<file path="config.mk">
export PLATFORM = sky130hd
export DESIGN_NAME = regfile_mp
export DESIGN_NICKNAME = d
export VERILOG_FILES = /design/src/rtl/riscv_pkg.sv /design/src/rtl/rf_read_port.sv /design/src/rtl/regfile_mp.sv
export SDC_FILE = /design/constraint.sdc
export NUM_CORES = 1
export LEC_CHECK = 0
export CAP_MARGIN = 10
export CORE_MARGIN = 2
export CORE_UTILIZATION = 50
export CTS_BUF_LIST = sky130_fd_sc_hd__clkbuf_2
export DETAILED_ROUTE_END_ITERATION = 10
export DONT_BUFFER_PORTS = 1
export PLACE_DENSITY = 0.71
export SLEW_MARGIN = 20
export SYNTH_ARGS = -nofsm -noshare
export SYNTH_HDL_FRONTEND = slang
export SYNTH_SLANG_ARGS = --single-unit
</file>
<file path="constraint.sdc">
create_clock -name CLK -period 3.75 [get_ports CLK]
set_input_delay 0.375 -clock CLK [delete_from_list [all_inputs] [get_ports CLK]]
set_output_delay 0.375 -clock CLK [all_outputs]
set_load 0.02 [all_outputs]
</file>
<file path="src/rtl/riscv_pkg.sv">
// Shared constants and the register-file controller state type.
package riscv_pkg;

    localparam int XLEN_DEFAULT  = 32;
    localparam int DEPTH_DEFAULT = 32;

    typedef enum logic {
        CLEAR = 1'b0,
        RUN   = 1'b1
    } rf_state_t;

endpackage

</file>
<file path="src/rtl/rf_read_port.sv">
// One combinational read port: zero-register masking, write forwarding and the
// busy flag for the addressed register.
module rf_read_port #(
    parameter int XLEN     = 32,
    parameter int AW       = 5,
    parameter int ZERO_REG = 1,
    parameter int BYPASS   = 1
) (
    input  logic            i_run,
    input  logic [AW-1:0]   i_ra,
    input  logic [XLEN-1:0] i_entry,
    input  logic            i_pending,
    input  logic            i_wrValid,
    input  logic [AW-1:0]   i_wa,
    input  logic [XLEN-1:0] i_wd,
    output logic [XLEN-1:0] o_rd,
    output logic            o_busy
);

    logic w_hit;
    logic w_zero;

    assign w_hit  = (BYPASS != 0) && i_wrValid && (i_ra == i_wa);
    assign w_zero = (ZERO_REG != 0) && (i_ra == '0);

    // A forwarded write means the consumer already has the value, so it is not busy.
    always_comb begin
        o_rd   = '0;
        o_busy = 1'b0;
        if (i_run) begin
            if (w_hit) begin
                o_rd = i_wd;
            end else if (!w_zero) begin
                o_rd = i_entry;
            end
            o_busy = i_pending & ~w_hit & ~w_zero;
        end
    end

endmodule

</file>
<file path="src/rtl/regfile_mp.sv">
// Multi-port register file with a pending-write scoreboard and a post-reset
// sweep that zeroes every entry through the single write port.
module regfile_mp
    import riscv_pkg::*;
#(
    parameter int XLEN     = XLEN_DEFAULT,
    parameter int DEPTH    = DEPTH_DEFAULT,
    parameter int NREAD    = 2,
    parameter int ZERO_REG = 1,
    parameter int BYPASS   = 1,
    localparam int AW      = $clog2(DEPTH)
) (
    input  logic                  CLK,
    input  logic                  RST,
    input  logic [NREAD*AW-1:0]   RA,
    output logic [NREAD*XLEN-1:0] RD,
    output logic [NREAD-1:0]      RBUSY,
    input  logic [AW-1:0]         WA3,
    input  logic [XLEN-1:0]       WD3,
    input  logic                  WE3,
    input  logic                  SB_SET,
    input  logic [AW-1:0]         SB_A,
    output logic                  READY
);

    rf_state_t       r_state;
    rf_state_t       w_nextState;
    logic [AW-1:0]   r_clearIdx;
    logic [AW-1:0]   w_nextIdx;
    logic [XLEN-1:0] r_mem [DEPTH];
    logic [DEPTH-1:0] r_pending;

    logic            w_run;
    logic            w_clearing;
    logic            w_legalWrite;
    logic            w_legalSet;
    logic            w_memWe;
    logic [AW-1:0]   w_memWa;
    logic [XLEN-1:0] w_memWd;

    assign w_run        = (r_state == RUN) && !RST;
    assign w_clearing   = (r_state == CLEAR) && !RST;
    assign w_legalWrite = w_run && WE3 && !((ZERO_REG != 0) && (WA3 == '0));
    assign w_legalSet   = w_run && SB_SET && !((ZERO_REG != 0) && (SB_A == '0));
    assign READY        = w_run;

    // The clear sweep borrows the architectural write port.
    assign w_memWe = w_clearing || w_legalWrite;
    assign w_memWa = (r_state == CLEAR) ? r_clearIdx : WA3;
    assign w_memWd = (r_state == CLEAR) ? '0 : WD3;

    always_ff @(posedge CLK) begin
        if (RST) begin
            r_state    <= CLEAR;
            r_clearIdx <= '0;
        end else begin
            r_state    <= w_nextState;
            r_clearIdx <= w_nextIdx;
        end
    end

    always_comb begin
        w_nextState = r_state;
        w_nextIdx   = r_clearIdx;
        case (r_state)
            CLEAR: begin
                w_nextIdx = r_clearIdx + AW'(1);
                if (r_clearIdx == AW'(DEPTH - 1)) begin
                    w_nextState = RUN;
                end
            end
            default: begin
                w_nextState = r_state;
            end
        endcase
    end

    always_ff @(posedge CLK) begin
        if (w_memWe) begin
            r_mem[w_memWa] <= w_memWd;
        end
    end

    // A claim issued alongside the retiring write wins: it names a newer producer.
    always_ff @(posedge CLK) begin
        if (w_clearing) begin
            r_pending[r_clearIdx] <= 1'b0;
        end else begin
            if (w_legalWrite) begin
                r_pending[WA3] <= 1'b0;
            end
            if (w_legalSet) begin
                r_pending[SB_A] <= 1'b1;
            end
        end
    end

    for (genvar g = 0; g < NREAD; g++) begin : g_port
        logic [AW-1:0] w_ra;
        assign w_ra = RA[g*AW +: AW];

        rf_read_port #(
            .XLEN     (XLEN),
            .AW       (AW),
            .ZERO_REG (ZERO_REG),
            .BYPASS   (BYPASS)
        ) u_port (
            .i_run     (w_run),
            .i_ra      (w_ra),
            .i_entry   (r_mem[w_ra]),
            .i_pending (r_pending[w_ra]),
            .i_wrValid (w_legalWrite),
            .i_wa      (WA3),
            .i_wd      (WD3),
            .o_rd      (RD[g*XLEN +: XLEN]),
            .o_busy    (RBUSY[g])
        );
    end

endmodule

</file>
[Word-level counts from Yosys, hierarchy flattened]
Memory sizes are Yosys's and may differ from the RTL's.
Cells that the tools add are included.
Storage, ports and cells
  register bits after elaboration: 38
  memory bits (writable): 1024
  bits of input ports: 56
  output and inout port bits: 67
  word-level logic and storage cells: 77
  memories: 1
Cells by class
  add/subtract/negate cells: 1
  $lt $le $gt $ge: 8
  equal/unequal tests: 3
  mux-type cells: 28
  bitwise gates (word level): 14
  reduce and logical (&&, ||, !) cells: 19
Memory list
  r_mem: depth 32, bits a word 32, read ports 2, clocked after memory_dff 0, write ports 1, line regfile_mp.sv:30  | logic [XLEN-1:0] r_mem [DEPTH];
Operators by type and width (count)
  $mux W32: 11
  $and A32 B32 Y32: 2
  $not A32 Y32: 2
  $or A32 B32 Y32: 1
  $lt A5 B6 Y1 const B: 5
  $logic_not A5 Y1: 4
  $demux W1 S5: 3
  $ge A5 B1 Y1 const B: 3
  $logic_and A1 B1 Y1: 11
  $mux W1: 11
  $bmux W1 S5: 2
  $eq A5 B5 Y1: 2
  $add A5 B1 Y5 const B: 1
  $eq A5 B5 Y1 const B: 1
  $mux W5: 1
  $not A1 Y1: 5
  $and A1 B1 Y1: 4
  $logic_not A1 Y1: 3
  $logic_or A1 B1 Y1: 1

[Depth between registers and ports, before layout]
  word-level depth: 11
  mapped depth: 9
  gate-level depth less buffers: 6

[Modules after synthesis]
Synthesis repeated with hierarchy kept, for this count alone.
Second synthesis, totals
  cell total of the unflattened synthesis: 4006
  area total of the unflattened synthesis: 52923.3 sq um
Modules (own cells, without submodules)
  regfile_mp: instances 1, cells an instance 3772, area each 51444.3 sq um, seq. area each 31510.2 sq um
  rf_read_port: instances 2, cells an instance 117, area each 739.5 sq um, seq. area each 0.0 sq um

[Worst setup path before layout]
No wires, ideal clock.
  kind: input -> register
  from: input RST
  to: memory r_mem[27][0] (enable)
  setup time: 0.421 ns
  arrival time: 2.767 ns
  required time: 3.329 ns
  slack: 0.562 ns
  cell stages on the path: 8
  path buffers: 3
  cells stage by stage: buf_2 > and3b_1 > buf_2 > o31ai_4 > a21oi_1 > nand2b_1 > clkbuf_1 > nor2_1
On the way
  word-level cells in the longest chain between the ends: 7
  elaborated cells between the ends (all ways): 8
  classes of those cells: mux (2); reduce/logical (6)
RTL lines
  from (decl): line regfile_mp.sv:14  | input logic RST,
  $logic_not A1 Y1 *: line regfile_mp.sv:41, regfile_mp.sv:42
  $logic_and A1 B1 Y1: line regfile_mp.sv:41  | assign w_run = (r_state == RUN) && !RST;
  $logic_and A1 B1 Y1 (2 in series): line regfile_mp.sv:43  | assign w_legalWrite = w_run && WE3 && !((ZERO_REG != 0) && (WA3 == '0));
  $logic_or A1 B1 Y1 *: line regfile_mp.sv:48  | assign w_memWe = w_clearing || w_legalWrite;
  $mux W1 *: line regfile_mp.sv:79  | if (w_memWe) begin
  $mux W1 (not written as such) *: line regfile_mp.sv:80  | r_mem[w_memWa] <= w_memWd;
  to (decl): line regfile_mp.sv:30
Mark *: on every way between the ends. The rest lies on a longest branch, timed or not.

==> impl_metrics.env <==
export IMPL_dieArea_mm2=0.104
export IMPL_fmax_ghz=0.254
export IMPL_clk_latency_ns=1.63
export IMPL_finalWirelength_mm=156
export IMPL_endpoint_kind="primary output"
export IMPL_layout_common_cells="edfxtp_1 (1024), mux4_2 (462), clkbuf_2 (401)"
export IMPL_dp_hpwl_mm=82.9
export IMPL_holdPathEnd="r_mem[23][8]"
export IMPL_finalHoldViolCount=0
export IMPL_setup_ws_ns=-0.186
export IMPL_ys_flop_type="edfxtp_1"
export IMPL_finClkSkew_ns=0.125
export IMPL_combPwrFrac_pct=6.6
export IMPL_initial_core_util_pct=50.5
export IMPL_grt_pass1_vias=33300
export IMPL_crit_chain="mux4_2, or2_1, a21oi_2, nor3_1, a221o_2, buf_6"
export IMPL_power_frac_seq_pct=58.5
export IMPL_fin_nets=3160
export IMPL_grt_pass1_wl_mm=225
export IMPL_synth_area_mm2=0.0506
export IMPL_die_x_um=322
export IMPL_grt_usage_pct=30.1
export IMPL_r2r_cells=11
export IMPL_start_kind="flop"
export IMPL_final_cell_area_mm2=0.0572
export IMPL_cp_arrival_ns=3.56
export IMPL_grt_antenna_before_repair=5
export IMPL_multi_input_area_mm2=0.0189
export IMPL_drt_iter0_markers=4929
export IMPL_crit_family="compound AO/OA/AOI/OAI gates"
export IMPL_wl_per_cell_um=34.1
export IMPL_fp_dieH_um=322
export IMPL_worst_path_buf_inv=1
export IMPL_status="finished, violations left"
export IMPL_dr_total_vias=32900
export IMPL_yosys_cell_types_count=56
export IMPL_tightestPinTransition_ns=1.37
export IMPL_area_growth_pct=13.0
export IMPL_cpPeakStageDelay_ns=0.47
export IMPL_post_route_util_pct=57.1
export IMPL_slew_violations=0
export IMPL_synth_seq_cells=1061
export IMPL_cp_data_required_time_ns=3.38
export IMPL_peakVddDrop_mv=0.318
export IMPL_cts_tree="yes"
export IMPL_power_leakage_nw=18.3
export IMPL_yosys_warnings=0
export IMPL_rsz0062_at_grt="true"
export IMPL_cts_max_path_buffers=4
export IMPL_final_cells=4575
export IMPL_hp_class="in -> reg"
export IMPL_crit_path_max_fanout=2
export IMPL_syn_area_per_cell_um2=18.0
export IMPL_clk_pin_slew_ns=0.12
export IMPL_critPathKind="reg -> out"
export IMPL_rows=116
export IMPL_swShare_pct=24.4
export IMPL_syn_nets=2872
export IMPL_ff_latch_area_mm2=0.0315
export IMPL_ios=123
export IMPL_place_area_mm2=0.0525
export IMPL_layout_commonest_cell="edfxtp_1"
export IMPL_seq_area_frac_synth_pct=62.2
export IMPL_maxCapViolCount=0
export IMPL_hold_path_depth=2
export IMPL_placed_cells=3982
export IMPL_worstReg2RegEnd="r_pending[27]"
export IMPL_drive_above_1_share_pct=37.6
export IMPL_synthTopCellsByArea="edfxtp_1 (61%), mux4_2 (21%), mux2i_1 (4.0%)"
export IMPL_power_switching_mw=5.39
export IMPL_finalCriticalPeriod_ns=3.94
export IMPL_period_share_pct=105
export IMPL_cts_num_sinks=1061
export IMPL_overflow=0
export IMPL_internal_power_mw=16.7
export IMPL_gp_congestion=0.865
export IMPL_yosys_area_top_type_share_pct=60.8
export IMPL_regToRegSetupSlack_ns=0.37
export IMPL_grt_max_degree=333
export IMPL_firstDrtPassIters=6
export IMPL_cts_buffers=285
export IMPL_nFillCells=7501
export IMPL_setup_violations=59
export IMPL_worst_path_stages=6
export IMPL_core_area_mm2=0.100
export IMPL_vias_per_cell=7.19
export IMPL_drc=0
export IMPL_powerDensity_mw_per_mm2=386
export IMPL_violations="setup timing"
export IMPL_finalPower_mw=22.1
export IMPL_setup_tns_ns=-4.49
export IMPL_syn_inst=2811
export IMPL_synth_area_leader_cell="edfxtp_1"
export IMPL_r2r_start="r_state"
export IMPL_h_tree_depth=5
export IMPL_async_flop_share_pct=0
export IMPL_min_from="WD3[8]"
export IMPL_cts_root_buffer="clkbuf_2"
export IMPL_slew_headroom_pct=8.51
export IMPL_drt_antenna_violating_nets=0
export IMPL_numPortBuffers=0
export IMPL_p_clk_share_pct=34.9
export IMPL_synth_edf_count=1024
export IMPL_critPathSlowestCell="mux4_2"
## flip-flops by register name (all words and copies together), names as in the netlist
name / count
r_clearIdx: 5
r_mem: 1024
r_pending: 31
r_state: 1
## repair_timing
item | CTS | global route
hold buffers | 94 | 9
cloned | 10 | 0
resized for setup | 192 | 53
setup buffers | 18 | 5
setup endpoints to repair | 66 | 65
pin swaps | 44 | 25
endpoints found under the hold margin | 2085 | 48
## metal layers
metal	vias up	part of all wire, %	routed length [um]	global-route usage (%)
met4	2	4.2	6590	12.5
met1	16900	36	56000	40.6
li1	12800	-	-	-
met5	-	0.0083	13	0
met2	2732	46	71300	45.5
met3	500	14	21900	9.53
## power groups by stage
stage	registers, mW	clock network [mW]	logic, mW
3_5_place_dp	13.2	0	1.26
3_3_place_gp	13.2	0	1.25
4_1_cts	12.9	7.79	1.37
2_1_floorplan	13.2	0	1.24
5_1_grt	12.9	8.39	1.48
6_report	12.9	7.70	1.45
## Yosys cell counts, types with 7 or more instances
cell type,number
or2_1,25
mux4_2,462
nand3_1,24
nand3b_1,7
nand2b_1,10
buf_4,29
mux2i_1,203
a22oi_1,73
o221ai_1,42
a21oi_1,46
a221o_1,65
nor3_1,41
buf_6,12
nand2_1,73
and2_1,36
o22ai_1,34
or2_0,7
clkbuf_1,118
buf_1,19
dfxtp_1,37
buf_2,66
a221oi_1,32
edfxtp_1,1024
xnor2_1,12
nor2b_1,45
o21ai_0,85
a211oi_1,64
nor2_1,59
## stage by stage
step	hold WS, ns	setup slack [ns]
5_1_grt	-0.0424	-0.289
2_1_floorplan	0.449	0.562
3_5_place_dp	0.456	0.516
4_1_cts	0.0227	-0.197
3_3_place_gp	0.453	0.495
6_report	0.0135	-0.186
## kinds of logic (layout without fill, tap and decap cells)
family | count (synthesis) | after routing | share of synthesized area, %
AO/OA/AOI/OAI | 465 | 465 | 6.72
flip-flops | 1061 | 1061 | 62.2
AND/OR/NAND/NOR | 348 | 348 | 3.61
buffers and inverters | 250 | 703 | 2.41
multiplexers | 670 | 670 | 24.7
other | 0 | 13 | 0
XOR/XNOR | 12 | 12 | 0.208
adder cells (fa/ha/maj) | 5 | 5 | 0.124
## layout make-up
type,instances,share of cell area (%)
antenna,13,0.0569
clock buffer,401,3.51
clock inverter,51,0.497
inverter,5,0.0394
multi-input combinational,1500,33.1
sequential,1061,55.1
tap,1298,2.84
timing repair buffer,246,4.90
## how the worst max path moves through the flow
| stage | startpoint | end |
|---|---|---|
| finish | r_mem[17][14] | RD[46] |
| global route | r_mem[18][14] | RD[46] |
| CTS | r_mem[16][13] | RD[45] |
| detailed placement | r_state | r_mem[7][1] |
| global placement | r_state | r_mem[7][11] |
| floorplan | RST | r_mem[27][0] |
## worst reg2reg max path: cells and delay by family, from the launching register on
family	cells	cell delay, ns
compound gates	1	0.15
buf+inv	6	2.21
flops	1	0.38
simple gates	4	0.54
Power figures use the tool's default switching activity.
